<file path="src/rtl/bitop_fifo_pkg.sv">
// Shared definitions for the bitop FIFO unit: register map, operation encoding
// and the bitwise operation itself.
package bitop_fifo_pkg;

   localparam logic [2:0] ADDR_A_FULL  = 3'd0;
   localparam logic [2:0] ADDR_B_FULL  = 3'd1;
   localparam logic [2:0] ADDR_Y_VALID = 3'd2;
   localparam logic [2:0] ADDR_Y_DATA  = 3'd3;
   localparam logic [2:0] ADDR_PUSH_A  = 3'd4;
   localparam logic [2:0] ADDR_PUSH_B  = 3'd5;
   localparam logic [2:0] ADDR_CTRL    = 3'd6;

   localparam int FIFO_A = 0;
   localparam int FIFO_B = 1;
   localparam int FIFO_Y = 2;

   typedef enum logic [1:0] {
      OP_AND  = 2'd0,
      OP_OR   = 2'd1,
      OP_XOR  = 2'd2,
      OP_NAND = 2'd3
   } mode_e;

   // Operates on the widest legal operand; callers truncate to their width.
   function automatic logic [31:0] apply_op(mode_e mode, logic [31:0] a, logic [31:0] b);
      logic [31:0] res;
      case (mode)
         OP_AND:  res = a & b;
         OP_OR:   res = a | b;
         OP_XOR:  res = a ^ b;
         default: res = ~(a & b);
      endcase
      return res;
   endfunction

endpackage

</file>
<file path="src/rtl/bitop_fifo_unit_sync_fifo.sv">
// Single-clock FIFO with combinational head output and occupancy count.
// Push is ignored when full and pop is ignored when empty.
module sync_fifo #(
   parameter int WIDTH = 8,
   parameter int DEPTH = 4,
   parameter int CW    = $clog2(DEPTH + 1)
) (
   input  logic             clk,
   input  logic             srst,
   input  logic             push,
   input  logic [WIDTH-1:0] din,
   input  logic             pop,
   output logic [WIDTH-1:0] dout,
   output logic             full,
   output logic             empty,
   output logic [CW-1:0]    count
);

   localparam int PW = $clog2(DEPTH);

   logic [WIDTH-1:0] mem [DEPTH];
   logic [PW-1:0]    wr_ptr_reg;
   logic [PW-1:0]    rd_ptr_reg;
   logic [CW-1:0]    count_reg;
   logic             do_push;
   logic             do_pop;

   assign full    = (count_reg == CW'(DEPTH));
   assign empty   = (count_reg == '0);
   assign count   = count_reg;
   assign do_push = push && !full;
   assign do_pop  = pop && !empty;
   assign dout    = mem[rd_ptr_reg];

   // DEPTH is a power of two, so the pointers wrap on their own.
   always_ff @(posedge clk) begin
      if (srst) begin
         wr_ptr_reg <= '0;
         rd_ptr_reg <= '0;
         count_reg  <= '0;
      end else begin
         if (do_push) wr_ptr_reg <= wr_ptr_reg + PW'(1);
         if (do_pop)  rd_ptr_reg <= rd_ptr_reg + PW'(1);
         count_reg <= count_reg + CW'(do_push) - CW'(do_pop);
      end
   end

   always_ff @(posedge clk) begin
      if (do_push) mem[wr_ptr_reg] <= din;
   end

endmodule

</file>
<file path="src/rtl/bitop_fifo_unit.sv">
// Address-mapped two-operand bitwise unit: host fills A/B FIFOs, a compute
// stage combines their heads into the Y FIFO, and the host drains Y.
module bitop_fifo_unit
   import bitop_fifo_pkg::*;
#(
   parameter int WIDTH = 8,
   parameter int DEPTH = 4,
   parameter int CW    = $clog2(DEPTH + 1)
) (
   input  logic             CLK,
   input  logic             RST,
   input  logic [2:0]       write_address,
   input  logic [WIDTH-1:0] write_data,
   input  logic             write_en,
   output logic             write_rdy,
   input  logic [2:0]       read_address,
   input  logic             read_en,
   output logic [WIDTH-1:0] read_data,
   output logic             read_rdy,
   output logic [CW-1:0]    a_count,
   output logic [CW-1:0]    b_count,
   output logic [CW-1:0]    y_count
);

   logic [WIDTH-1:0] fifo_din   [3];
   logic [WIDTH-1:0] fifo_dout  [3];
   logic [CW-1:0]    fifo_count [3];
   logic [2:0]       fifo_push;
   logic [2:0]       fifo_pop;
   logic [2:0]       fifo_full;
   logic [2:0]       fifo_empty;

   mode_e       mode_reg, mode_next;
   logic        err_reg, err_next;
   logic        fire;
   logic        err_set;
   logic [31:0] rd_word;

   generate
      for (genvar gi = 0; gi < 3; gi++) begin : g_fifo
         sync_fifo #(
            .WIDTH (WIDTH),
            .DEPTH (DEPTH),
            .CW    (CW)
         ) u_fifo (
            .clk   (CLK),
            .srst  (RST),
            .push  (fifo_push[gi]),
            .din   (fifo_din[gi]),
            .pop   (fifo_pop[gi]),
            .dout  (fifo_dout[gi]),
            .full  (fifo_full[gi]),
            .empty (fifo_empty[gi]),
            .count (fifo_count[gi])
         );
      end
   endgenerate

   assign a_count = fifo_count[FIFO_A];
   assign b_count = fifo_count[FIFO_B];
   assign y_count = fifo_count[FIFO_Y];

   // Compute uses only registered FIFO state, so a same-cycle host pop of Y
   // never unblocks it and host pushes are seen one cycle later.
   assign fire = !fifo_empty[FIFO_A] && !fifo_empty[FIFO_B] && !fifo_full[FIFO_Y];

   always_comb begin
      write_rdy = 1'b1;
      if (write_address == ADDR_PUSH_A) write_rdy = !fifo_full[FIFO_A];
      if (write_address == ADDR_PUSH_B) write_rdy = !fifo_full[FIFO_B];
   end

   assign read_rdy = (read_address == ADDR_Y_DATA) ? !fifo_empty[FIFO_Y] : 1'b1;

   always_comb begin
      fifo_push[FIFO_A] = write_en && (write_address == ADDR_PUSH_A) && !fifo_full[FIFO_A];
      fifo_push[FIFO_B] = write_en && (write_address == ADDR_PUSH_B) && !fifo_full[FIFO_B];
      fifo_push[FIFO_Y] = fire;
      fifo_pop[FIFO_A]  = fire;
      fifo_pop[FIFO_B]  = fire;
      fifo_pop[FIFO_Y]  = read_en && (read_address == ADDR_Y_DATA) && !fifo_empty[FIFO_Y];
      fifo_din[FIFO_A]  = write_data;
      fifo_din[FIFO_B]  = write_data;
      fifo_din[FIFO_Y]  = WIDTH'(apply_op(mode_reg, 32'(fifo_dout[FIFO_A]),
                                          32'(fifo_dout[FIFO_B])));
   end

   always_comb begin
      err_set = (write_en && (write_address != ADDR_PUSH_A) &&
                 (write_address != ADDR_PUSH_B) && (write_address != ADDR_CTRL)) ||
                (read_en && (read_address == ADDR_Y_DATA) && fifo_empty[FIFO_Y]);
      err_next = err_reg;
      if (read_en && (read_address == ADDR_CTRL)) err_next = 1'b0;
      if (err_set) err_next = 1'b1;
      mode_next = mode_reg;
      if (write_en && (write_address == ADDR_CTRL)) mode_next = mode_e'(2'(write_data));
   end

   always_ff @(posedge CLK) begin
      if (RST) begin
         mode_reg <= OP_OR;
         err_reg  <= 1'b0;
      end else begin
         mode_reg <= mode_next;
         err_reg  <= err_next;
      end
   end

   // An empty Y reads as zero rather than exposing stale storage.
   always_comb begin
      rd_word = '0;
      case (read_address)
         ADDR_A_FULL:  rd_word = 32'(!fifo_full[FIFO_A]);
         ADDR_B_FULL:  rd_word = 32'(!fifo_full[FIFO_B]);
         ADDR_Y_VALID: rd_word = 32'(!fifo_empty[FIFO_Y]);
         ADDR_Y_DATA:  rd_word = fifo_empty[FIFO_Y] ? 32'd0 : 32'(fifo_dout[FIFO_Y]);
         ADDR_CTRL:    rd_word = 32'({err_reg, mode_reg});
         default:      rd_word = '0;
      endcase
   end

   assign read_data = WIDTH'(rd_word);

endmodule

</file>
<file path="config.mk">
export PLATFORM = sky130hd
export DESIGN_NAME = bitop_fifo_unit
export DESIGN_NICKNAME = d
export VERILOG_FILES = /design/src/rtl/bitop_fifo_pkg.sv /design/src/rtl/bitop_fifo_unit_sync_fifo.sv /design/src/rtl/bitop_fifo_unit.sv
export SDC_FILE = /design/constraint.sdc
export NUM_CORES = 1
export LEC_CHECK = 0
export CORE_ASPECT_RATIO = 1.4
export CORE_MARGIN = 3
export CORE_UTILIZATION = 45
export DETAILED_ROUTE_END_ITERATION = 7
export GPL_TIMING_DRIVEN = 0
export PLACE_DENSITY = 0.66
export SLEW_MARGIN = 15
export SYNTH_ARGS = -nofsm -noshare
export SYNTH_HDL_FRONTEND = slang
export SYNTH_SLANG_ARGS = --single-unit
</file>
<file path="constraint.sdc">
create_clock -name CLK -period 2.3 [get_ports CLK]
set_input_delay 0.46 -clock CLK [delete_from_list [all_inputs] [get_ports CLK]]
set_output_delay 0.46 -clock CLK [all_outputs]
set_load 0.02 [all_outputs]
</file>
* Word-level counts from Yosys, hierarchy flattened *
Memories as Yosys holds them, arrays and structs flattened. A register that Yosys moved wholly into a read port is not among the register bits.
Cells that the tools add are included.

storage, ports and cells
  bits in registers = 24
  RAM bits = 96
  bits of input ports = 18
  output and inout bits = 19
  logic and storage cells = 98
  memories = 3

operators by class
  add/sub/neg operators = 12
  eq/ne operators = 15
  muxes and demuxes = 20
  bitwise logic cells = 4
  reductions and logical operators = 33

memories
  memory                depth  width  rd ports  clocked after Yosys merged registers in  wr ports  RTL line                         source
  g_fifo[0].u_fifo.mem  4      8      1         1                                        1         bitop_fifo_unit_sync_fifo.sv:21  logic [WIDTH-1:0] mem [DEPTH];
  g_fifo[1].u_fifo.mem  4      8      1         1                                        1         bitop_fifo_unit_sync_fifo.sv:21
  g_fifo[2].u_fifo.mem  4      8      1         1                                        1         bitop_fifo_unit_sync_fifo.sv:21

operators by type and width
  operator                                                               number
  8-bit case mux with 5 select lines                                     1
  8-bit case mux with 3 select lines                                     1
  3-bit equality test, second input constant                             7
  1-bit logical AND                                                      20
  2-bit by 1-bit adder with 2-bit output, second input constant          6
  3-bit logical NOT                                                      4
  2-bit 2-to-1 mux                                                       6
  1-bit 2-to-1 mux                                                       11
  3-bit by 1-bit adder with 3-bit output                                 3
  3-bit != test, second input constant                                   3
  3-bit by 1-bit subtractor with 3-bit output                            3
  8-bit bitwise AND                                                      1
  8-bit 2-to-1 mux                                                       1
  8-bit inverter                                                         1
  8-bit OR                                                               1
  8-bit bitwise XOR                                                      1
  3-bit by 2-bit equality test with 1-bit output, second input constant  2
  1-bit logical NOT                                                      6
  3-bit by 1-bit equality test with 1-bit output, second input constant  1
  2-bit by 1-bit equality test with 1-bit output, second input constant  1
  2-bit equality test, second input constant                             1
  2-bit logical NOT                                                      1
  2-bit nonzero test                                                     1
  1-bit logical OR                                                       1

* Depth between registers and ports, before layout *
Gate-level depths: netlist of run 1.

  depth after elaboration = 7
  mapped depth = 10
  mapped depth without buffers = 10

* Hierarchy *
A second synthesis of run 1 with hierarchy kept.

second synthesis, totals
  cell total of the unflattened synthesis = 406
  area total of the unflattened synthesis = 5,733.0 um^2

by module, submodules not included
  module                             instances  cells each  area an instance (um^2)  seq. area each (um^2)
  sync_fifo at g_fifo[1].u_fifo ...  2          93          1,631.6                  1,141.1
  sync_fifo at g_fifo[0].u_fifo      1          93          1,634.1                  1,141.1
  bitop_fifo_unit                    1          127         835.8                    60.1

* Worst setup path after synthesis of run 1 *
OpenSTA, ideal clock, no wires.

  kind = register to register
  start = register g_fifo[2].u_fifo.count_reg[2]
  end = register g_fifo[0].u_fifo.count_reg[2]
  setup time = 0.128 ns
  arrival time = 2.284 ns
  data required time = 2.172 ns
  path slack = -0.111 ns
  cell stages (with the launch flop) = 10
  buffers on the path = 0
  period minus slack after synthesis = 2.411 ns
  cells stage by stage = dfxtp_1 -> nor3b_2 -> nor3_1 -> ha_1 -> inv_1 -> ha_1 -> fa_1 -> xnor2_1 -> xnor2_1 -> nor2_1

on the way
  cells in the longest elaborated chain, start to end = 5

ends and longest elaborated chain
  item                                         RTL line                         source
  start: declaration                           bitop_fifo_unit_sync_fifo.sv:24  logic [CW-1:0] count_reg;
  start signal: assignment                     bitop_fifo_unit_sync_fifo.sv:44  count_reg <= count_reg + CW'(do_push) - CW'(do_pop);
  3-bit equality test                          bitop_fifo_unit_sync_fifo.sv:28  assign full = (count_reg == CW'(DEPTH));
  1-bit logical NOT                            bitop_fifo_unit.sv:65            assign fire = !fifo_empty[FIFO_A] && !fifo_empty[FIFO_B] && !fifo_full[FIFO_Y];
  1-bit logical AND                            bitop_fifo_unit.sv:65
  1-bit logical AND                            bitop_fifo_unit_sync_fifo.sv:32  assign do_pop = pop && !empty;
  via g_fifo[0].u_fifo.do_pop                  bitop_fifo_unit_sync_fifo.sv:26  logic do_pop;
  3-bit by 1-bit subtractor with 3-bit output  bitop_fifo_unit_sync_fifo.sv:44
  end signal: assignment                       bitop_fifo_unit_sync_fifo.sv:44
  end: declaration                             bitop_fifo_unit_sync_fifo.sv:24

The timed path passes the listed nets, and every way through them passes these cells.
A chain may end at the register's enable or synchronous reset.

==> summary.md, run 1 <==
| Metric | Value |
|---|---|
| Final net count | `around 520` |
| 1st-iter DRT viols | `~130` |
| Worst Hold Class | `register to register` |
| Largest fanout on the critical path | `6` |
| GPL Wtd Cong | `about 0.75` |
| Synth Flop Type | `edfxtp_1` |
| Max_slew headroom | `0.593` |
| Internal cell power | `4.77 mW` |
| EDFF count, synth | `96` |
| Worst-Margin Slew | `0.611 ns` |
| Switching power total | `about 1.7 mW` |
| Mux contribution to synthesized area | `0.102` |
| DR pass1 iterations | `4` |
| Final core utilization | `0.567` |
| Adder-cell share of the synthesized area | `0.0836` |
| Share of layout cells above drive strength 1 | `0.227` |
| Max-cap violations | `0` |
| #FFs+latches synth | `126` |
| Netlist cell types | `49` |
| Mapped Nets | `approximately 470` |
| Synth Area in Simple Gates | `0.113` |
| Gr ovfl total | `0` |
| Root Buffer | `clkbuf_16` |
| DP HPWL | `7.69 mm` |
| Post-synth top area share | `0.497` |
| Worst skew pair latency | `between 0.4 and 0.5 ns` |
| Initial antenna violation count | `0` |
| CP arrival | `1.87 ns` |
| Core Area | `12500 um2` |
| Via count | `3385` |
| Part of the Yosys area used for sequential elements | `0.600` |
| Leak pwr | `~2.6 nW` |
| Overall power | `6.45 mW` |
| First-pass GRT wire length | `about 18 mm` |
| Critical path class | `register to output pin` |
| Setup repair after global routing missed its margin | `true` |
| Switching Fraction | `0.261` |
| Synth Area in Compound Gates | `0.0550` |
| WL/cell | `~17 um` |
| Gr usage total | `0.163` |
| Area leader, netlist | `edfxtp_1` |
| Top Ports | `37` |
| Clk pin slew, worst setup/hold paths | `around 0.060 ns` |
| Finished Cell Area | `~7100 um2` |
| Tmin final | `about 2.3 ns` |
| Tcrit/Tclk final | `1.01` |
| Initial Util | `0.465` |
| CTS tree | `yes` |
| Yosys warnings | `0` |
| Sinks on Clock Net | `roughly 130` |
| Fraction of registers with async set/reset | `0` |
| Worst path max stage delay | `0.51 ns` |
| CP Cell Sequence | `buf_8 -> mux4_2 -> o32a_1 -> buf_2` |
| Final Max Slew Viols | `0` |
| Setup crit end kind | `output pin` |
| Die Wd | `approximately 100 um` |
| Maximum achievable frequency | `approximately 430 MHz` |
| Area share of xor/xnor cells in the synthesized design | `0.00754` |
| Violated checks | `setup timing` |
| Post-Syn Area | `5800 um2` |
| Die H | `between 100 and 150 um` |
| H-tree depth | `4` |
| Port Buffer Count | `35` |
| Largest family of logic cells by synthesized area | `simple AND/OR/NAND/NOR gates` |
| Most numerous cell in the Yosys netlist | `edfxtp_1` |
| Routed Antenna Nets | `0` |
| Final setup fails | `1` |
| Final Hold Vio Count | `0` |
| Commonest cells in the netlist | `96 x edfxtp_1, 36 x inv_1, 34 x ha_1` |
| Mean area per synthesized cell | `around 14 um2` |
| Wirelength, routed | `10.8 mm` |
| Rows | `48` |
| Worst EP required | `1.84 ns` |
| Cell Area, Placed | `6360 um2` |
| Total CTS buffers | `17` |
| PwrDens | `just over 900 nW/um2` |
| Buf+Inv Stages, Crit Path | `2` |
| Slowest stage cell, crit path | `mux4_2` |
| Status | `complete, but fails checks` |
| Layout area overhead | `22.1%` |
| Clk_skew | `~0.014 ns` |
| CTS Buffer Depth | `2` |
| Diode count | `0` |
| Drt via density | `about 5.4` |
| Top Family by Delay on Critical Path | `multiplexers` |
| R2R Setup Slk | `approximately 0.13 ns` |
| Mapped Cells | `between 400 and 500` |
| Clk network pwr share | `0.435` |
| Worst IR Drop VDD | `approximately 0.00055 V` |
| FILL cells | `approximately 1000` |
| Max FFs per register | `96` |
| Power share of the sequential group | `0.412` |
| Vias in the first global route | `3552` |
| Final worst-path setup slack | `-0.0312 ns` |
| Largest net degree at the start of global routing | `17` |
| DIE AREA | `~14000 um2` |
| Largest cells by area after synthesis | `edfxtp_1 50%, dfxtp_1 10%, mux4_2 9.3%, ha_1 7.3%, nor2b_1 2.4%` |
| Combinational power share | `0.152` |
| # DRC | `0` |
| Startpoint Class | `register` |
[cells by family after synthesis]
group / count (synthesis)
and+or+nand+nor: 106
DFF: 126
adders and majority gates: 37
muxes: 29
xor gates and xnor gates: 5
AOI/OAI and AO/OA: 53
buffers and inverters: 55
[worst min-delay path, delay by kind of cell (launching register included)]
kind             cells  cell delay [ns]
AO/OA/AOI/OAI        1             0.06
AND/OR/NAND/NOR      1             0.06
flip-flops           1             0.31
[routing by layer]
| layer | track usage | share of wire | vias up |
|---|---|---|---|
| met3 | 0.0404 | 0.027 | 17 |
| li1 | - | - | 1648 |
| met4 | 0.0581 | 0.016 | 0 |
| met5 | 0 | 0 | - |
| met2 | 0.293 | 0.55 | 52 |
| met1 | 0.185 | 0.40 | 1668 |
[final timing paths]
kind / from / to / cells after the start
max: register / read_data[0] / 4
min: err_reg / err_reg / 2
max reg2reg: g_fifo[2].u_fifo.count[1] / g_fifo[0].u_fifo.count[2] / 9
min reg2reg: err_reg / err_reg / 2
[what timing repair did]
item,in CTS,in global routing
hold buffers,0,0
buffers inserted,5,1
pin swaps,4,3
setup endpoints to repair,13,27
gates resized for setup,50,31
[placed cells by master, fill, tap and decap left out, types with 4 or more instances in the layout]
master,synthesis,routed
inv_1,36,36
mux4_2,24,24
o21ai_0,20,18
ha_1,34,34
and3_1,9,6
inv_6,0,4
dfxtp_4,0,5
nand4_1,7,7
dfxtp_2,0,6
edfxtp_1,96,96
and2_1,9,9
nor2_1,12,11
o31ai_1,5,5
nor2b_1,22,22
inv_8,0,4
buf_4,1,9
dfxtp_1,30,19
nand4b_1,4,4
nand2_1,11,11
a21oi_1,16,16
nor3_1,8,7
buf_2,5,7
clkbuf_1,10,7
xnor2_1,4,4
clkbuf_16,0,17
clkdlybuf4s50_1,0,23
[layout make-up]
cell class / count / area (um2) / area share
Tap cell: 150 / 188 / 0.0265
Timing Repair Buffer: 41 / 380 / 0.0537
Clock inverter: 15 / 200 / 0.0283
Multi-Input combinational cell: 230 / 2160 / 0.304
Sequential cell: 126 / 3510 / 0.495
Clock buffer: 17 / 425 / 0.0600
Inverter: 36 / 135 / 0.0191
Buffer: 16 / 91.3 / 0.0129
[power groups by stage]
stage          registers [mW]  clock network [mW]  logic [mW]
2_1_floorplan            2.71                   0       0.588
3_3_place_gp             2.69                   0       0.872
6_report                 2.66                2.81       0.983
5_1_grt                  2.67                2.97        1.09
3_5_place_dp             2.69                   0       0.909
4_1_cts                  2.66                2.86       0.966
[stage by stage]
stage | TNS (ns) | std cells | hold WS [ns] | setup WS (ns)
after floorplan | 0 | 411 | 0.432 | 0.0349
after global placement | -11.20 | 596 | 0.450 | -0.606
after detailed placement | -12.27 | 596 | 0.462 | -0.648
after CTS | -0.0733 | 632 | 0.468 | -0.0733
after global routing | -0.263 | 631 | 0.485 | -0.0995
final | -0.0312 | 631 | 0.469 | -0.0312
Note: power is estimated with default switching activity, not from simulation.
==> run 2, diff against run 1 <==
SYNTH_HIERARCHICAL = 1   (was unset)
==> run 2 against run 1 <==
The run still ends with setup timing left. Power down 19%. Hold slack better by 0.023 ns. Critical path depth up 9. Clock power is 9.6% lower. Non-clock buffer count increased by 21. Fmax fell by 2.2%. Utilization grew 3.0 points. Via count is 2.4% lower. Die area decreased by 1.2%. First-iteration DRC count decreased by 55%. Count of clock-buffer cells in the layout unchanged. Critical path type is now register to register. Largest cell class unchanged. Largest power group unchanged.
==> summary.md, run 2 <==
| Metric | Value |
|---|---|
| DR pass1 iterations | `4 (unchanged)` |
| First-pass GRT wire length | `16.7 mm (-5.9%)` |
| Reg2reg path depth | `13 (+4)` |
| Die Wd | `101 um (-0.58%)` |
| Drt via density | `5.07 (-5.5%)` |
| Mapped Nets | `461 (-1.1%)` |
| Clk_skew | `0.00944 ns (-0.00419 ns)` |
| Synth Area in Compound Gates | `0.0493 (-0.00565)` |
| Largest net degree at the start of global routing | `17 (unchanged)` |
| Initial antenna violation count | `0 (unchanged)` |
| CP arrival | `2.67 ns (+0.80 ns)` |
| Yosys warnings | `6 (+6)` |
| Top Ports | `37 (unchanged)` |
| Hold path cells | `2 (unchanged)` |
| Reg2reg start | `g_fifo[1].u_fifo/count[2]` |
| Rows | `48 (unchanged)` |
| Worst hold endpoint | `g_fifo[0].u_fifo/rd_ptr_reg[1]` |
| CTS tree | `yes` |
| Sum of negative setup slack | `-0.115 ns (-0.0834 ns)` |
| Fraction of registers with async set/reset | `0 (unchanged)` |
| Diode count | `0 (unchanged)` |
| Most common cell after layout, fill and taps aside | `edfxtp_1` |
| DP HPWL | `7.20 mm (-6.4%)` |
| Post-synth top area share | `0.503 (+0.00618)` |
| R2R Setup Slk | `-0.08 ns (-0.21 ns)` |
| DIE AREA | `14100 um2 (-1.2%)` |
| Status | `complete, but fails checks` |
| Worst IR Drop VDD | `0.000400 V (-27%)` |
| Final Hold Vio Count | `0 (unchanged)` |
| Min-delay src | `g_fifo[0].u_fifo/rd_ptr_reg[1]` |
| Clk network pwr share | `0.488 (+0.053)` |
| Port Buffer Count | `36 (+2.9%)` |
| Clk pin slew, worst setup/hold paths | `0.06 ns (about the same)` |
| Final Max Slew Viols | `0 (unchanged)` |
| WL/cell | `15.3 um (-10%)` |
| Mux contribution to synthesized area | `0.103 (+0.000837)` |
| Area leader, netlist | `edfxtp_1` |
| Switching power total | `1.14 mW (-32%)` |
| Synth Area in Simple Gates | `0.103 (-0.00995)` |
| RR Endpoint | `g_fifo[1].u_fifo/count[2]` |
| Combinational power share | `0.037 (-0.115)` |
| # DRC | `0 (unchanged)` |
| Max-cap violations | `0 (unchanged)` |
| Netlist cell types | `37 (-24%)` |
| Initial Util | `0.463 (-0.00125)` |
| Vias in the first global route | `3494 (-1.6%)` |
| Routed Antenna Nets | `0 (unchanged)` |
| Final core utilization | `0.597 (+0.0297)` |
| Adder-cell share of the synthesized area | `0.0847 (+0.00104)` |
| Hold Buf Count CTS | `0 (unchanged)` |
| Mapped Cells | `406 (-1.2%)` |
| Largest cells by area after synthesis | `edfxtp_1 50%, dfxtp_1 10%, mux4_2 9.4%, ha_1 7.4%, inv_1 2.9%` |
| Leak pwr | `2.68 nW (+4.2%)` |
| Sinks on Clock Net | `126 (unchanged)` |
| Pre-CTS setup slack | `-0.851 ns (-0.203 ns)` |
| CTS Buffer Depth | `2 (unchanged)` |
| EDFF count, synth | `96 (unchanged)` |
| Post-Syn Area | `5730 um2 (-1.2%)` |
| Maximum achievable frequency | `420 MHz (-2.2%)` |
| Gr usage total | `0.156 (-0.00699)` |
| Cell Area, Placed | `6390 um2 (+0.41%)` |
| Max FFs per register | `96 (unchanged)` |
| Max_slew headroom | `0.705 (+0.113)` |
| Largest fanout on the critical path | `4 (-2)` |
| Share of layout cells above drive strength 1 | `0.311 (+0.0841)` |
| Part of the Yosys area used for sequential elements | `0.608 (+0.00747)` |
| PwrDens | `704 nW/um2 (-23%)` |
| GPL Wtd Cong | `0.712 (-5.2%)` |
| Most frequent cells in the layout | `96 x edfxtp_1, 34 x inv_1, 29 x ha_1` |
| Multi-input gate area | `2280 um2 (+5.7%)` |
| Setup repair after global routing missed its margin | `true` |
| Setup crit end kind | `register` |
| Finished Cell Area | `7380 um2 (+4.2%)` |
| Die H | `140 um (-0.59%)` |
| Final worst-path setup slack | `-0.0829 ns (-0.0517 ns)` |
| Worst EP required | `2.59 ns (+0.75 ns)` |
| Switching Fraction | `0.219 (-0.0418)` |
| Final net count | `544 (+4.0%)` |
| Commonest cells in the netlist | `96 x edfxtp_1, 44 x inv_1, 34 x ha_1` |
| Total CTS buffers | `17 (unchanged)` |
| Wirelength, routed | `9.98 mm (-7.2%)` |
| Mean area per synthesized cell | `14.1 um2 (about the same)` |
| Startpoint Class | `register` |
| Most numerous cell in the Yosys netlist | `edfxtp_1` |
| Area share of xor/xnor cells in the synthesized design | `0.0137 (+0.00620)` |
| Violated checks | `setup timing` |
| 1st-iter DRT viols | `57 (-55%)` |
| #FFs+latches synth | `126 (unchanged)` |
| H-tree depth | `4 (unchanged)` |
| Internal cell power | `4.06 mW (-15%)` |
| Via count | `3305 (-2.4%)` |
| Tcrit/Tclk final | `1.04 (+0.0225)` |
| Synth Flop Type | `edfxtp_1` |
| Final setup fails | `3 (+2)` |
| Worst-Margin Slew | `0.442 ns (-0.169 ns)` |
| Worst Hold Class | `register to register` |
| FILL cells | `939 (-5.9%)` |
| Largest family of logic cells by synthesized area | `multiplexers` |
| Critical path class | `register to register` |
| Tmin final | `2.38 ns (+0.0517 ns)` |
| Gr ovfl total | `0 (unchanged)` |
| Layout area overhead | `28.8%` |
| Root Buffer | `clkbuf_16` |
| Worst skew pair latency | `0.41 ns (about the same)` |
| Power share of the sequential group | `0.475 (+0.063)` |
| Core Area | `12400 um2 (-0.96%)` |
| FF+latch area | `3520 um2 (+0.29%)` |
-- run 2: cell types whose count changed in the layout (fill, tap and decap cells not counted), sizes merged, moves of 6 or more --
cell and change:
nand4 -7, a21oi -6, o21ai +6, buf +21, nand2b +7, inv +8
-- run 2: cell type report --
class / instances / share of cell area
buffer: 13 / 0.00796
clock buffer: 17 / 0.0576
clock inverter: 15 / 0.0202
inverter: 44 / 0.0224
multi-input combinational: 222 / 0.309
sequential: 126 / 0.477
tap: 150 / 0.0254
timing repair buffer: 65 / 0.0813
-- run 2: how the worst max path moves through the flow --
stage / cells after the start / slack [ns] / from / to
4_1_cts: 6 / -0.09 / register / read_data[0]
3_3_place_gp: 14 / -0.80 / write_address[2] / g_fifo[0].u_fifo/count[2]
2_1_floorplan: 12 / -0.03 / g_fifo[2].u_fifo/count[2] / g_fifo[2].u_fifo/count[2]
3_5_place_dp: 14 / -0.85 / write_address[2] / g_fifo[0].u_fifo/count[2]
6_report: 13 / -0.08 / g_fifo[1].u_fifo/count[2] / g_fifo[1].u_fifo/count[2]
5_1_grt: 12 / -0.22 / g_fifo[0].u_fifo/count[0] / g_fifo[1].u_fifo/count[2]
-- run 2: power groups by stage --
stage	logic, mW	registers [mW]	clock network (mW)
final	0.195	2.47	2.54
after global routing	0.217	2.47	2.71
after CTS	0.188	2.47	2.60
after detailed placement	0.179	2.52	0
after global placement	0.171	2.52	0
after floorplan	0.0895	2.52	0
-- run 2: repair_timing --
action	4_1_cts	5_1_grt
buffers inserted	23	7
endpoints found under the setup margin	15	11
endpoints found under the hold margin	0	0
resized for setup	73	27
pin swaps	22	8
-- run 2: through the flow --
step	power, mW	std cells	hold slack, ns
floorplan	2.61	406	0.459
global placement	2.69	592	0.470
detailed placement	2.70	592	0.485
CTS	5.25	645	0.496
global route	5.40	652	0.506
finish	5.20	652	0.492
-- run 2: metal layers --
layer | track usage | wire [um] | vias to the layer above
met5 | 0 | 0 | -
met1 | 0.159 | 3690 | 1593
li1 | - | - | 1637
met2 | 0.287 | 5760 | 53
met3 | 0.0371 | 285 | 22
met4 | 0.0812 | 250 | 0
-- run 2: logic make-up after synthesis --
logic type / after synthesis
AO/OA/AOI/OAI: 47
AND/OR/NAND/NOR: 100
flip-flops: 126
multiplexers: 29
buffers and inverters: 58
adder cells (fa/ha/maj): 37
XOR/XNOR: 9
-- run 2: critical path, cell delays in order, from the launching register on --
cell and delay, ns:
dfxtp_4 0.36, nor3b_4 0.15, buf_6 0.13, nor3b_4 0.18, inv_2 0.08, nor2_4 0.12, inv_2 0.06, ha_4 0.25
inv_2 0.04, ha_4 0.15, fa_2 0.34, xnor2_2 0.15, xnor2_1 0.20, nor2_1 0.06
==> run 3, diff against run 2 <==
CTS_BUF_LIST = sky130_fd_sc_hd__clkbuf_8   (was unset)
PLACE_DENSITY = unset   (was 0.66)
SKIP_LAST_GASP = 1   (was unset)
clock period = 2.2 ns   (was 2.3 ns; I/O delays follow)
==> run 3 against run 2 <==
Routed wire length decreased by 1.1%. Global-route usage decreased by 0.34 points. The run still ends with setup timing left. Critical path type unchanged. Utilization down 1.3 points. Count of clock-buffer cells in the layout did not move. Final cell count unchanged. Register-to-register slack got worse by 0.11 ns. Final area decreased by 2.1%. Sequential cell count unchanged. Die area unchanged. Sequential power increased by 4%.
==> summary.md, run 3 (same netlist as run 2, synthesis figures left out) <==
| Metric | Value |
|---|---|
| CTS Buffer Depth | `2 (unchanged)` |
| Worst EP required | `2.50 ns (-0.09 ns)` |
| Routed Antenna Nets | `0 (unchanged)` |
| Met2 usage | `0.264 (-0.0224)` |
| Core Area | `12400 um2 (unchanged)` |
| Die Wd | `101 um (unchanged)` |
| Most common cell after layout, fill and taps aside | `edfxtp_1` |
| Hold Buf Count CTS | `0 (unchanged)` |
| Placed Instances | `592 (unchanged)` |
| Min-delay src | `g_fifo[0].u_fifo/rd_ptr_reg[1]` |
| Final worst-path setup slack | `-0.193 ns (-0.111 ns)` |
| DP HPWL | `7.03 mm (-2.3%)` |
| Setup crit end kind | `register` |
| Max FFs per register | `96 (unchanged)` |
| Sinks on Clock Net | `126 (unchanged)` |
| GRT busiest layer | `met2` |
| Reg2reg path depth | `14 (+1)` |
| Tmin final | `2.39 ns (+0.0106 ns)` |
| Diode count | `0 (unchanged)` |
| Gr ovfl total | `0 (unchanged)` |
| Max_slew headroom | `0.694 (-0.0110)` |
| Largest net degree at the start of global routing | `17 (unchanged)` |
| DR pass1 iterations | `6 (+2)` |
| H-tree depth | `4 (unchanged)` |
| Leak pwr | `2.62 nW (-2.4%)` |
| Rows | `48 (unchanged)` |
| Violated checks | `setup timing` |
| RR Endpoint | `g_fifo[0].u_fifo/count[2]` |
| Startpoint Class | `register` |
| Status | `complete, but fails checks` |
| Tcrit/Tclk final | `1.09 (+0.0519)` |
| Worst-Margin Slew | `0.458 ns (+0.0165 ns)` |
| Setup repair after global routing missed its margin | `true` |
| 1st-iter DRT viols | `72 (+26%)` |
| Via count | `3295 (-0.30%)` |
| R2R Setup Slk | `-0.19 ns (-0.11 ns)` |
| Vias in the first global route | `3410 (-2.4%)` |
| Maximum achievable frequency | `418 MHz (-0.44%)` |
| Total CTS buffers | `17 (unchanged)` |
| Top Ports | `37 (unchanged)` |
| WL/cell | `15.1 um (-1.1%)` |
| Largest fanout on the critical path | `4 (unchanged)` |
| Initial antenna violation count | `0 (unchanged)` |
| Wirelength, routed | `9.87 mm (-1.1%)` |
| Share of layout cells above drive strength 1 | `0.303 (-0.00797)` |
| Final core utilization | `0.584 (-0.0126)` |
| GR Layer Usage met1 | `0.178 (+0.0191)` |
| PwrDens | `680 nW/um2 (-3.4%)` |
| Critical path class | `register to register` |
| Final cell count without fillers | `652 (unchanged)` |
| Hold path cells | `2 (unchanged)` |
| Max-cap violations | `0 (unchanged)` |
| CTS tree | `yes` |
| Final net count | `545 (+0.18%)` |
| Final setup fails | `14 (+11)` |
| Clk_skew | `0.0109 ns (+0.00150 ns)` |
| CP arrival | `2.70 ns (+0.03 ns)` |
| Clk pin slew, worst setup/hold paths | `0.08 ns (+0.02 ns)` |
| Gr usage total | `0.153 (-0.00336)` |
| Worst Hold Class | `register to register` |
| First-pass GRT wire length | `16.5 mm (-1.4%)` |
| Final Hold Vio Count | `0 (unchanged)` |
| Met3 Usage GRT | `0.0456 (+0.00853)` |
| Layout area overhead | `26.1%` |
| Reg2reg start | `g_fifo[2].u_fifo/count[1]` |
| Most frequent cells in the layout | `96 x edfxtp_1, 38 x inv_1, 31 x ha_1` |
| Worst IR Drop VDD | `0.000430 V (+7.6%)` |
| Overall power | `4.91 mW (-5.5%)` |
| # DRC | `0 (unchanged)` |
| Drt via density | `5.05 (-0.30%)` |
| Initial Util | `0.463 (unchanged)` |
| FILL cells | `1019 (+8.5%)` |
| Die H | `140 um (unchanged)` |
| GPL Wtd Cong | `0.745 (+4.6%)` |
| Root Buffer | `clkbuf_8` |
| Worst skew pair latency | `0.42 ns (about the same)` |
| Port Buffer Count | `36 (unchanged)` |
| Final Max Slew Viols | `0 (unchanged)` |
| DIE AREA | `14100 um2 (unchanged)` |
[run 3: cell types whose count changed in the layout (fill, tap and decap cells not counted), moves of 3 or more]
cell	before	now
inv_2	10	6
buf_4	25	28
dfxtp_2	2	5
bufinv_16	1	4
inv_6	7	1
inv_1	34	38
clkbuf_8	0	17
clkbuf_16	17	0
dfxtp_4	9	6
buf_2	4	1
[run 3: worst max-delay path, cell delays in order, from the launching register on]
cell     delay [ns]
dfxtp_4        0.38
nor3b_4        0.19
buf_6          0.14
nor3_4         0.04
buf_12         0.13
buf_12         0.12
o31ai_4        0.05
inv_1          0.07
ha_1           0.27
inv_1          0.04
ha_2           0.16
fa_2           0.35
xnor2_2        0.16
xnor2_1        0.13
nor2_1         0.05
[run 3: final cells by class]
cell class / count / area [um2] / area share
multi-input cells: 222 / 2240 / 0.309
repair buffers: 68 / 643 / 0.0890
plain buffers: 11 / 56.3 / 0.00779
inverters: 44 / 165 / 0.0228
clock inverters: 14 / 194 / 0.0268
well taps: 150 / 188 / 0.0260
flip-flops and latches: 126 / 3510 / 0.486
clock buffers: 17 / 234 / 0.0324
[run 3: power by group]
part | internal (mW) | switching (mW)
Combinational | 0.0903 | 0.110
Clock | 1.23 | 0.906
Sequential | 2.56 | 0.0130
[run 3: what timing repair did]
action                     4_1_cts  5_1_grt
setup buffers                   24        9
setup endpoints to repair       17       41
pin swaps                       14       19
resized for setup               65       27
[run 3: worst max path at each step]
stage | slack, ns | cells past startpoint | startpoint | end
after global routing | -0.32 | 14 | g_fifo[2].u_fifo/count[1] | g_fifo[0].u_fifo/count[2]
after floorplan | -0.11 | 12 | g_fifo[2].u_fifo/count[2] | g_fifo[2].u_fifo/count[2]
final | -0.19 | 14 | g_fifo[2].u_fifo/count[1] | g_fifo[0].u_fifo/count[2]
after global placement | -0.94 | 14 | write_address[2] | g_fifo[0].u_fifo/count[2]
after detailed placement | -0.97 | 14 | write_address[2] | g_fifo[0].u_fifo/count[2]
after CTS | -0.22 | 14 | g_fifo[2].u_fifo/count[0] | g_fifo[0].u_fifo/count[2]
[run 3: stage by stage]
stage	instance area, um2	hold WS [ns]	setup TNS [ns]	setup slack (ns)
2_1_floorplan	5850	0.459	-0.299	-0.115
6_report	7230	0.485	-1.52	-0.193
3_3_place_gp	6400	0.467	-24.22	-0.938
3_5_place_dp	6400	0.484	-26.50	-0.969
5_1_grt	7230	0.516	-3.08	-0.319
4_1_cts	7080	0.493	-1.71	-0.220
[run 3: per-layer routing]
| metal | up-vias | share of wire |
|---|---|---|
| met5 | - | 0 |
| met2 | 42 | 0.54 |
| li1 | 1630 | - |
| met3 | 16 | 0.027 |
| met1 | 1607 | 0.41 |
| met4 | 0 | 0.016 |
==> RTL change 1: new RTL, settings of run 1 <==
`WIDTH` is set to 8 in 2 places; all go to 10.
--- a/src/rtl/bitop_fifo_unit_sync_fifo.sv
+++ b/src/rtl/bitop_fifo_unit_sync_fifo.sv
@@ -1,7 +1,7 @@
 // Single-clock FIFO with combinational head output and occupancy count.
 // Push is ignored when full and pop is ignored when empty.
 module sync_fifo #(
-   parameter int WIDTH = 8,
+   parameter int WIDTH = 10,
    parameter int DEPTH = 4,
    parameter int CW    = $clog2(DEPTH + 1)
 ) (
--- a/src/rtl/bitop_fifo_unit.sv
+++ b/src/rtl/bitop_fifo_unit.sv
@@ -3,7 +3,7 @@
 module bitop_fifo_unit
    import bitop_fifo_pkg::*;
 #(
-   parameter int WIDTH = 8,
+   parameter int WIDTH = 10,
    parameter int DEPTH = 4,
    parameter int CW    = $clog2(DEPTH + 1)
 ) (
Interface: changed (resized read_data and write_data); port bits go from 37 to 41. No check against the original RTL was run, so the function may have changed too.
==> RTL change 1 against run 1 <==
  * Core utilization shrank 1.4 points
  * Hold slack lost 0.022 ns
  * Total power grew 1.7%
  * Combinational power shrank 8.9%
  * Worst setup slack gained 0.068 ns
  * Final area grew 14%
  * Die area grew 16%
  * Sequential cell count grew 24
  * Routed wire length grew 14%
  * Sequential share of layout area grew 2.6 points
  * Synthesized area grew 17%
  * Fmax grew 3.0%
  * Critical endpoint is now g_fifo[0].u_fifo.count[2]
==> RTL change 1: results (changes against run 1) <==
Plain + repair buffers 62 (was 57); flip-flop and latch count 150 (was 126); clk_buf instances 18 (was 17); Post-synth top cells 120 x edfxtp_1, 38 x ha_1, 38 x inv_1, 30 x dfxtp_1, 30 x mux4_2 (was 96 x edfxtp_1, 36 x inv_1, 34 x ha_1, 30 x dfxtp_1, 24 x mux4_2); syn nets 518 (was 466); hpwl dp 8452 um (was 7691 um); r2r setup slk 0.04 ns (was 0.13 ns); Worst slew margin 59.75% (was 59.28%); Multi-input comb cells 249 (was 230); Core ar. 14640 um^2 (was 12490 um^2); vias in the first global route 3809 (was 3552); sequential portion of the cell area 52.16% (was 49.53%); worst skew pair latency 0.41 ns (about the same); status completed (was finished, violations left); Post-synth EDFFs 120 (was 96); crit path kind register to register (was register to output port); met3 Use GR 3.349% (was 4.036%); Distinct cells, synth 46 (was 49); clk_skew 0.007512 ns (was 0.01363 ns); fill count 1190 (was 998); Static Leak 2.910 nW (was 2.572 nW); final net count 579 (was 523); worst hold start read_en (was err_reg); Avg Vias per Cell 5.283 (was 5.365); layout cells sized above 1 23.16% (was 22.66%); R2R Path Start g_fifo[0].u_fifo.count[1] (was g_fifo[2].u_fifo.count[1]); Data buffer area share 6.287% (was 6.657%); Non-CTS inverters 38 (was 36); sequential share of power 47.6% (was 41.2%); Worst Path Max Fanout 8 (was 6); routed wire length 12290 um (was 10760 um); clk cell area share 6.766% (was 8.829%); met1 usage 18.54% (was 18.51%); Port Buffer Count 38 (was 35); max reg flops 120 (was 96); Pwr per Cell Area 810.0 nW/um^2 (was 910.6 nW/um^2); top cell category sequential cells (unchanged); Critical Path AT 2.55 ns (was 1.87 ns); worst hold path class input pin to register (was register to register); Post-DP Area 7448 um^2 (was 6362 um^2); Tot GR Track Use 16.17% (was 16.32%); register area share after synthesis 61.79% (was 60.01%); P_seq 3.13 mW (was 2.66 mW); area occupied by multi-input gates 2439 um^2 (was 2156 um^2); Hold Path Stages 3 (was 2); worst setup path endpoint g_fifo[0].u_fifo.count[2] (was read_data[0]); first-pass GRT wire length 19860 um (was 17780 um); Starting DRT DRC Count 128 (was 127); worst ir drop on vdd 0.4810 mV (was 0.5499 mV); GR Layer Usage met2 29.62% (was 29.26%); global placer's final weighted congestion 0.7707 (was 0.7509); Int Power 4.864 mW (was 4.768 mW)
-- RTL change 1: cell count changes after synthesis, moves of 3 or more --
cell      before  now
ha_1          34   38
and2_1         9   14
clkbuf_1      10   13
nand2_1       11   18
nor3_1         8   11
a21oi_1       16   12
o31ai_1        5    8
nand2b_1       1    6
edfxtp_1      96  120
mux4_2        24   30
nand4_1        7    1
-- RTL change 1: metal layers --
layer	vias up	part of all wire [%]
li1	1827	-
met1	1910	40
met2	51	55
met3	16	2.7
met4	0	1.6
met5	-	0
-- RTL change 1: what timing repair did --
| action | 4_1_cts | 5_1_grt |
|---|---|---|
| gates resized for setup | 62 | 25 |
| pin swaps | 6 | 5 |
| gates cloned | 1 | 0 |
| setup buffers | 7 | 0 |
| endpoints found under the setup margin | 32 | 26 |
-- RTL change 1: cell families (layout without fill, tap and decap cells) --
family	after synthesis	count (layout)	synth area share (%)
flip-flops	150	150	61.79
XOR/XNOR	4	4	0.5150
multiplexers	40	40	11.59
buffers and inverters	58	132	3.273
AND/OR/NAND/NOR	117	117	10.48
AO/OA/AOI/OAI	47	47	4.487
adder cells (fa/ha/maj)	41	41	7.871
-- RTL change 1: stage by stage --
step                setup slack [ns]  instances  hold WS, ns
floorplan                   0.005049        457       0.4529
global placement             -0.7116        684       0.4788
detailed placement           -0.7300        684       0.4837
CTS                         -0.02711        720       0.4812
global route                -0.07892        720       0.4683
finish                       0.03702        720       0.4472
-- RTL change 1: worst max-delay path, stage by stage, from the launching register on --
cell     delay, ns
dfxtp_4       0.36
buf_6         0.14
nor3_4        0.31
nor3_4        0.08
ha_1          0.30
inv_1         0.06
ha_1          0.13
inv_1         0.05
fa_2          0.33
xor2_1        0.18
and2_1        0.17
nor3_2        0.04
==> RTL change 2: new RTL, settings of run 1 <==
Made on the original files. Register the outputs `a_count`, `b_count` and `y_count`; this adds one clock of latency there. The other outputs are not delayed to match.
--- a/src/rtl/bitop_fifo_unit.sv
+++ b/src/rtl/bitop_fifo_unit.sv
@@ -56,9 +56,11 @@
       end
    endgenerate
 
-   assign a_count = fifo_count[FIFO_A];
-   assign b_count = fifo_count[FIFO_B];
-   assign y_count = fifo_count[FIFO_Y];
+   always_ff @(posedge CLK) begin
+      a_count <= fifo_count[FIFO_A];
+      b_count <= fifo_count[FIFO_B];
+      y_count <= fifo_count[FIFO_Y];
+   end
 
    // Compute uses only registered FIFO state, so a same-cycle host pop of Y
    // never unblocks it and host pushes are seen one cycle later.
Function: changed (a bounded check fails within 4 cycles, from zero or initial values and one cycle with RST high).
==> RTL change 2 against run 1 <==
  * Worst setup slack improved by 0.078 ns
  * Routed wire length decreased by 4.0%
  * Synthesized area increased by 3.1%
  * Total power decreased by 1.0%
  * Final area increased by 3.8%
  * Sequential share of layout area increased by 0.51 points
  * Sequential cell count increased by 9
  * Core utilization increased by 0.16 points
  * Register-to-register slack got worse by 0.04 ns
  * Largest cell class unchanged
==> RTL change 2: results (changes against run 1) <==
Synth Area in Compound Gates 4.725% (was 5.497%); Adder-Cell Fraction of Synth Area 8.112% (was 8.364%); Layout Cells excl Fill 665 (was 631); post-synthesis mux area share 10.91% (was 10.24%); Hold WS 0.3769 ns (was 0.4687 ns); worst hold start g_fifo[0].u_fifo.count[1] (was err_reg); switching fraction of total power 25.05% (was 26.11%); Mapped Cells 414 (was 411); Hold Path Stages 0 (was 2); Port Buffer Count 34 (was 35); met1 usage 17.61% (was 18.51%); Netlist Area Pre-Place 5984 um^2 (was 5804 um^2); Worst Path Max Fanout 4 (was 6); P_sw 1.599 mW (was 1.685 mW); Data buffer area share 6.887% (was 6.657%); vias 3356 (was 3385); status completed (was finished, violations left); final net count 529 (was 523); Setup Fix Bufs, Post-CTS 11 (was 5); Post-synth top cells 96 x edfxtp_1, 39 x dfxtp_1, 35 x inv_1, 34 x ha_1, 24 x mux4_2 (was 96 x edfxtp_1, 36 x inv_1, 34 x ha_1, 30 x dfxtp_1, 24 x mux4_2); fill count 1008 (was 998); Post-DP Area 6554 um^2 (was 6362 um^2); first-pass GRT wire length 17020 um (was 17780 um); Logic power comb 885 uW (was 983 uW); area occupied by multi-input gates 2225 um^2 (was 2156 um^2); clk cell area share 8.026% (was 8.829%); Area Growth Syn to Fin 22.96% (was 22.07%); Seq cells post-synth 135 (was 126); cell count of the worst reg-to-reg path 11 (was 9); met2 WL post-DR 5705 um (was 5948 um); worst hold endpoint a_count[1] (was err_reg)
==> RTL change 2: cell count changes in the layout (fill, tap and decap cells not counted), moves of 4 or more <==
cell	before	now
nand2b_1	1	6
a21oi_1	16	10
nand4_1	7	1
inv_8	4	0
dfxtp_1	19	30
==> RTL change 2: worst max path at each step <==
stage	start	end	slack (ns)	cells after the start
2_1_floorplan	g_fifo[1].u_fifo.count[1]	g_fifo[0].u_fifo.count[2]	0.03	9
3_3_place_gp	write_address[2]	g_fifo[1].u_fifo.count[2]	-0.61	9
3_5_place_dp	write_address[2]	g_fifo[1].u_fifo.count[2]	-0.68	9
4_1_cts	g_fifo[1].u_fifo.count[2]	read_data[0]	-0.06	5
5_1_grt	g_fifo[0].u_fifo.count[1]	g_fifo[1].u_fifo.count[2]	-0.05	11
6_report	g_fifo[1].u_fifo.count[2]	read_data[0]	0.05	5
